--- src/rtl/ysyx_23060240_trap_ctrl.sv ---
// rtl/ysyx_23060240_trap_ctrl.sv - Sequences CSR read-modify-write, ecall trap entry and mret return.
module ysyx_23060240_trap_ctrl #(
  parameter logic [31:0] MCAUSE_ECALL = 32'hb,
  parameter logic [11:0] MTVEC_ADDR   = 12'h305,
  parameter logic [11:0] MEPC_ADDR    = 12'h341,
  parameter logic [11:0] MCAUSE_ADDR  = 12'h342
) (
  input  logic        clk,
  input  logic        rst_n,
  input  logic        inst_valid,
  output logic        inst_ready,
  input  logic [31:0] pc,
  input  logic        is_ecall,
  input  logic        is_mret,
  input  logic        is_csr,
  input  logic [1:0]  csr_op,
  input  logic [11:0] csr_addr,
  input  logic [31:0] rs1_data,
  output logic        csr_ren,
  output logic [11:0] csr_raddr,
  input  logic [31:0] csr_rdata,
  output logic        csr_wen,
  output logic [11:0] csr_waddr,
  output logic [31:0] csr_wdata,
  output logic        rd_wen,
  output logic [31:0] rd_wdata,
  output logic        redirect_valid,
  output logic [31:0] redirect_pc,
  input  logic        redirect_ready,
  output logic        busy
);

  typedef enum logic [2:0] {
    IDLE, CSR_RD, CSR_WR, TRAP_EPC, TRAP_CAUSE, TRAP_VEC, MRET_RD, REDIRECT
  } state_t;

  state_t      state;
  logic [11:0] addr_q;
  logic [1:0]  op_q;
  logic [31:0] rs1_q;
  logic [31:0] csr_new;

  always_comb begin
    csr_new = 32'h0;
    case (op_q)
      2'b01:   csr_new = rs1_q;
      2'b10:   csr_new = csr_rdata | rs1_q;
      2'b11:   csr_new = csr_rdata & ~rs1_q;
      default: csr_new = 32'h0;
    endcase
  end

  // Outputs are registered for the state being entered, so each enable covers
  // exactly the cycle spent in its state; strobes default back to zero each edge.
  always_ff @(posedge clk or negedge rst_n) begin
    if (!rst_n) begin
      state          <= IDLE;
      addr_q         <= 12'h0;
      op_q           <= 2'b00;
      rs1_q          <= 32'h0;
      inst_ready     <= 1'b0;
      busy           <= 1'b0;
      csr_ren        <= 1'b0;
      csr_raddr      <= 12'h0;
      csr_wen        <= 1'b0;
      csr_waddr      <= 12'h0;
      csr_wdata      <= 32'h0;
      rd_wen         <= 1'b0;
      rd_wdata       <= 32'h0;
      redirect_valid <= 1'b0;
      redirect_pc    <= 32'h0;
    end else begin
      csr_ren   <= 1'b0;
      csr_raddr <= 12'h0;
      csr_wen   <= 1'b0;
      csr_waddr <= 12'h0;
      csr_wdata <= 32'h0;
      rd_wen    <= 1'b0;
      rd_wdata  <= 32'h0;
      case (state)
        IDLE: begin
          inst_ready <= 1'b1;
          if (inst_valid && inst_ready) begin
            addr_q <= csr_addr;
            op_q   <= csr_op;
            rs1_q  <= rs1_data;
            if (is_ecall) begin
              state      <= TRAP_EPC;
              inst_ready <= 1'b0;
              busy       <= 1'b1;
              csr_wen    <= 1'b1;
              csr_waddr  <= MEPC_ADDR;
              csr_wdata  <= pc;
            end else if (is_mret) begin
              state      <= MRET_RD;
              inst_ready <= 1'b0;
              busy       <= 1'b1;
              csr_ren    <= 1'b1;
              csr_raddr  <= MEPC_ADDR;
            end else if (is_csr) begin
              state      <= CSR_RD;
              inst_ready <= 1'b0;
              busy       <= 1'b1;
              csr_ren    <= 1'b1;
              csr_raddr  <= csr_addr;
            end
          end
        end
        CSR_RD: begin
          state    <= CSR_WR;
          rd_wen   <= 1'b1;
          rd_wdata <= csr_rdata;
          if (op_q != 2'b00) begin
            csr_wen   <= 1'b1;
            csr_waddr <= addr_q;
            csr_wdata <= csr_new;
          end
        end
        CSR_WR: begin
          state      <= IDLE;
          inst_ready <= 1'b1;
          busy       <= 1'b0;
        end
        TRAP_EPC: begin
          state     <= TRAP_CAUSE;
          csr_wen   <= 1'b1;
          csr_waddr <= MCAUSE_ADDR;
          csr_wdata <= MCAUSE_ECALL;
        end
        TRAP_CAUSE: begin
          state     <= TRAP_VEC;
          csr_ren   <= 1'b1;
          csr_raddr <= MTVEC_ADDR;
        end
        TRAP_VEC, MRET_RD: begin
          state          <= REDIRECT;
          redirect_valid <= 1'b1;
          redirect_pc    <= csr_rdata;
        end
        REDIRECT: begin
          if (redirect_ready) begin
            state          <= IDLE;
            inst_ready     <= 1'b1;
            busy           <= 1'b0;
            redirect_valid <= 1'b0;
            redirect_pc    <= 32'h0;
          end
        end
        default: begin
          state      <= IDLE;
          inst_ready <= 1'b0;
          busy       <= 1'b0;
        end
      endcase
    end
  end

endmodule

--- config.mk ---
export PLATFORM = sky130hd
export DESIGN_NAME = ysyx_23060240_trap_ctrl
export DESIGN_NICKNAME = d
export VERILOG_FILES = /design/src/rtl/ysyx_23060240_trap_ctrl.sv
export SDC_FILE = /design/constraint.sdc
export NUM_CORES = 1
export LEC_CHECK = 0
export CORE_ASPECT_RATIO = 1.75
export CORE_MARGIN = 2
export CORE_UTILIZATION = 39
export CTS_BUF_LIST = sky130_fd_sc_hd__clkbuf_16
export CTS_CLUSTER_SIZE = 40
export DETAILED_ROUTE_END_ITERATION = 10
export GPL_ROUTABILITY_DRIVEN = 0
export MAX_ROUTING_LAYER = met4
export PLACE_DENSITY = 0.79
export SYNTH_ARGS = -nofsm -noshare
export SYNTH_HDL_FRONTEND = slang
export SYNTH_SLANG_ARGS = --single-unit
--- constraint.sdc ---
create_clock -name clk -period 2.2 [get_ports clk]
set_input_delay 0.22 -clock clk [delete_from_list [all_inputs] [get_ports clk]]
set_output_delay 0.22 -clock clk [all_outputs]
set_load 0.02 [all_outputs]
### After elaboration in Yosys (flattened, before gate mapping)

Cells that the tools add are included.

* equality and inequality tests: 13
* bitwise logic cells: 3
* multiplexer cells: 46
* reduce and logical (&&, ||, !) cells: 11

Operator list (number)
* 32-bit case mux with 3 select lines: 2
* 32-bit 2-to-1 mux: 5
* 32-bit case mux with 2 select lines: 1
* 12-bit 2-to-1 mux: 5
* 12-bit case mux with 3 select lines: 1
* 32-bit AND: 1
* 32-bit NOT: 1
* 32-bit bitwise OR: 1
* 12-bit case mux with 2 select lines: 1
* 3-bit case mux with 7 select lines: 1
* 10-bit 2-to-1 mux: 2
* 1-bit 2-to-1 mux: 18
* 3-bit 2-to-1 mux: 5
* 3-bit == test (second input constant): 4
* 1-bit case mux with 3 select lines: 3
* 3-bit by 2-bit == test with 1-bit output (second input constant): 2
* 2-bit AND reduction: 3
* 2-bit == test (second input constant): 2
* 2-bit inequality test (second input constant): 2
* 4-bit inequality test (second input constant): 1
* 1-bit case mux with 2 select lines: 2
* 4-bit AND reduction: 1
* 2-bit nonzero test: 2
* 3-bit by 1-bit == test with 1-bit output (second input constant): 1
* 6 further kinds: 6

* input bits: 117
* register bits: 175

### Depth between registers and ports, before layout

* depth in word-level cells: 5
* mapped depth: 7

### Worst setup path after synthesis

Ideal clock, no wire load.

* path type: flip-flop to flip-flop
* start: reg inst_ready
* end: reg addr_q[0]
* period minus slack after synthesis: 1.637 ns
* data arrival time: 1.513 ns
* path buffers: 2
* required time: 2.075 ns
* stages on the path, launching flop included: 6
* slack: 0.563 ns
* library setup time: 0.125 ns
* cells stage by stage: dfrtp_1 > and3b_1 > clkbuf_1 > nand2_2 > buf_2 > mux2_2

* longest elaborated chain between the ends: 2

Ends and longest elaborated chain
* from (decl): line 11 `output logic inst_ready,`
* from (signal assigned): line 61 `inst_ready <= 1'b0;`
* from (signal assigned): line 82 `inst_ready <= 1'b1;`
* from (signal assigned): line 89 `inst_ready <= 1'b0;`
* 1-bit logical AND: line 83 `if (inst_valid && inst_ready) begin`
* 2-bit AND reduction (no line)
* to (signal assigned): line 84 `addr_q <= csr_addr;`
* to (decl): line 38 `logic [11:0] addr_q;`

No other way between the ends.
A chain may end at the register's enable or synchronous reset.

### Worst setup path after layout

* start: reg state[1]
* end: reg csr_wdata[15]

* longest elaborated chain between the ends: 2
* elaborated cells between the ends (all ways): 4

Ends and longest elaborated chain
* from (decl): line 37 `state_t state;`
* from (signal assigned): line 57 `state <= IDLE;`
* from (signal assigned): line 88 `state <= TRAP_EPC;`
* from (signal assigned): line 95 `state <= MRET_RD;`
* 3-bit by 2-bit == test with 1-bit output, or another cell as far along: line 80 `case (state)`
* 32-bit case mux with 3 select lines *: line 80
* to (signal assigned): line 93 `csr_wdata <= pc;`
* to (signal assigned): line 116 `csr_wdata <= csr_new;`
* to (decl): line 24 `output logic [31:0] csr_wdata,`

Every way passes the cells marked *; elsewhere a longest branch is shown, timed or not.

==> results by group <==
GRT
  • Initial antenna violation count: 0
  • GR Util All Layers: 23.3%
  • Grt ovf: 0
  • Number of global-route vias before repair: 5602
  • Largest net degree at the start of global routing: 65
  • First-pass GRT wire length: about 31 mm

Pwr
  • Comb pwr share: 41.3%
  • Max VDD drop: between 0.0007 and 0.0008 V
  • Seq pwr share: 36.9%
  • Pwr/cell area: 1330 mW/mm²
  • Switching pwr: 4.78 mW
  • P_leak: 4.58 nW
  • Cell Int Power: 8.59 mW
  • Clock power share: 21.9%
  • Sw Ratio: 35.7%

Layout
  • Layout cells sized above 1: 18.1%
  • Final #Nets: 856
  • Diodes inserted: 0
  • Final non-filler cell area: 0.0100 mm²
  • Commonest non-fill, non-tap cell in the layout: clkdlybuf4s50_1
  • Syn-to-layout area delta: 49.6%
  • Most frequent cells in the layout: clkdlybuf4s50_1, dfrtp_1, a21oi_1

Synthesis
  • EDFF count, synth: 0
  • Syn Area/Cell: between 10 and 15 µm²
  • Post-synthesis mux area share: ~7.7%
  • Synth Flop Type: dfrtp_1
  • Cells after Synth: 497
  • Post-Syn Area: 0.00670 mm²
  • Adder-Cell Fraction of Synth Area: 0%
  • Synth Area in Simple Gates: 7.15%
  • Synth area leaders: dfrtp_1, mux2_2, a21oi_1
  • Synth area leader: dfrtp_1
  • Synth top area share: between 60% and 70%
  • Xor and xnor area share after synthesis: 0.131%
  • Main combinational cell family by area after synthesis: compound AO/OA/AOI/OAI gates
  • Synth Register Bits: 175
  • Seq/Total Area, Yosys: 65.3%
  • Synth cell types: 41
  • Post-synth ARST share: 100%
  • Yosys warns: 0
  • Syn nets: 614
  • Compound-gate portion of the synthesized area: between 10% and 20%

Floorplan
  • Num ports: 243
  • Starting density of the core: 39.7%
  • Height of the die: about 180 µm
  • DIE AREA: 0.0183 mm²
  • Die Width: 103 µm
  • Site Rows: 63
  • Core Box Area: 0.0169 mm²

Timing
  • Final period util: 85.6%
  • Final setup margin: 0.318 ns
  • Slew @ Worst Pin: 0.653 ns
  • RSZ-0062 raised after global routing: false
  • Clk_skew: 0.0125 ns
  • Fin Hold WS: ~0.33 ns
  • Final setup TNS: 0 ns
  • Count of pins over their slew limit: 0
  • Tmin final: approximately 1.9 ns
  • Final Hold Viols: 0
  • Setup Viol. Count Final: 0
  • Slew headroom: a little under three fifths
  • Max Fclk: 531 MHz

Critical path
  • Cells along the critical path: or3b_2, nor2_4, buf_12, a22o_2
  • Crit end category: register
  • Top delay family on crit path: simple AND/OR/NAND/NOR gates
  • Worst setup path class: reg2reg
  • Worst Path Arrival: roughly 2.3 ns
  • CP max stage delay: 0.58 ns
  • Startpoint Class: register
  • Crit path buf inv count: 1
  • Slowest CP cell: or3b_2
  • Critical Path Fanout Max: 25
  • Worst EP required: 2.56 ns

Detailed routing
  • Antenna violation net count after detailed routing: 0
  • Routed via count: roughly 5300
  • Overall routed net length: 20.5 mm
  • Drt via density: 5.42
  • Detailed-route DRC error count: 0
  • Pre-Repair DR Iteration Count: 5
  • Routed len/inst: 21.0 µm
  • Detailed router's first-iteration violation count: 221

CTS
  • Cts repair resizes: 0
  • CTS tree: yes
  • CTS root buffer: clkbuf_16
  • CTS Buffer Depth: 2
  • H-tree depth: 4
  • Hold buffers post-CTS: 1
  • CTS buffer count: 17
  • Clock sink count: approximately 180
  • Worst-skew pair later-pin latency: about 0.43 ns
  • Postcts setup bufs: 0
  • Register clock-pin slew on the reported worst setup and hold paths: roughly 0.06 ns

Hold path
  • Hold WC Path Type: in2async

Place
  • Port Buf Inserts: 242
  • Cell area after placement: 0.00945 mm²
  • Setup WS pre-CTS: 0.350 ns
  • Final HPWL from detailed placement: 14.7 mm

Job
  • Max Cap Viol: 0

Outcome
  • Status: finished, final reports clean
[final timing paths]
kind / from / end / slack [ns] / cells after the start
setup / recovery: state[1] / csr_wdata[15] / 0.32 / 4
hold / removal: rst_n / rs1_q[25] / 0.33 / 2
setup reg to reg: state[1] / csr_wdata[15] / 0.32 / 4
hold reg to reg: addr_q[7] / csr_waddr[7] / 0.48 / 1
max in group asynchronous: rst_n / redirect_pc[17] / 1.02 / 3
min in group clk: csr_addr[3] / csr_raddr[3] / 0.38 / 2
[power groups by stage]
stage	Clock (mW)	Combinational (mW)	Sequential (mW)
floorplan	0	2.34	5.54
global placement	0	5.32	4.91
detailed placement	0	5.52	4.96
CTS	2.98	5.53	4.92
global route	3.12	5.85	5.04
finish	2.92	5.52	4.93
[state kept, by name (all words and copies together) (netlist names), 2 cells and up]
| signal | flops |
|---|---|
| state | 3 |
| csr_raddr | 12 |
| addr_q | 12 |
| op_q | 2 |
| rs1_q | 32 |
| csr_waddr | 12 |
| rd_wdata | 32 |
| csr_wdata | 32 |
| redirect_pc | 32 |
[area by class of cell]
type	instances	area, µm²
fill	1352	6840
clock inverter	14	144
clock buffer	17	425
tap	227	284
sequential	175	4380
inverter	3	11.3
multi-input combinational	280	2120
timing repair buffer	262	2660
[metrics by stage]
stage / util, % / std cells / power, mW
floorplan: - / 497 / 7.88
global placement: 56.0 / 946 / 10.2
detailed placement: 56.0 / 946 / 10.5
CTS: 59.4 / 978 / 13.4
global route: 59.4 / 978 / 14.0
finish: 59.4 / 978 / 13.4
[logic make-up after synthesis]
group / Yosys count
xor+xnor: 1
compound gates: 155
flops: 175
buf+inv: 42
simple gates: 78
mux: 46
[worst reg2reg max path, delay by kind of cell, from the launching register on]
| kind | cells | cell delay [ns] |
|---|---|---|
| AND/OR/NAND/NOR | 2 | 0.92 |
| flip-flops | 1 | 0.50 |
| buffers and inverters | 1 | 0.23 |
| AO/OA/AOI/OAI | 1 | 0.18 |
[Yosys cell counts (2+ instances only)]
master     number
nand3_1         2
a211o_2         3
a21oi_1        69
buf_2          11
nand2_1         8
mux2_2         46
buf_6           4
a2111oi_0       3
o211ai_1        2
o21ai_0         6
a22o_2         28
inv_1           3
and3_1         33
a22o_1         34
a211o_1         3
and2_1         15
clkbuf_1       22
nor2_1          8
dfrtp_1       175
[routing by layer]
metal,up-vias,track usage [%],routed length [µm],part of all wire [%]
li1,2299,-,-,-
met1,2684,25.2,7200,35
met2,254,39.0,11000,53
met3,67,4.49,1230,6.0
met4,0,13.7,1120,5.5
met5,-,-,0,0
No activity file was read; power rests on OpenSTA's default activity.
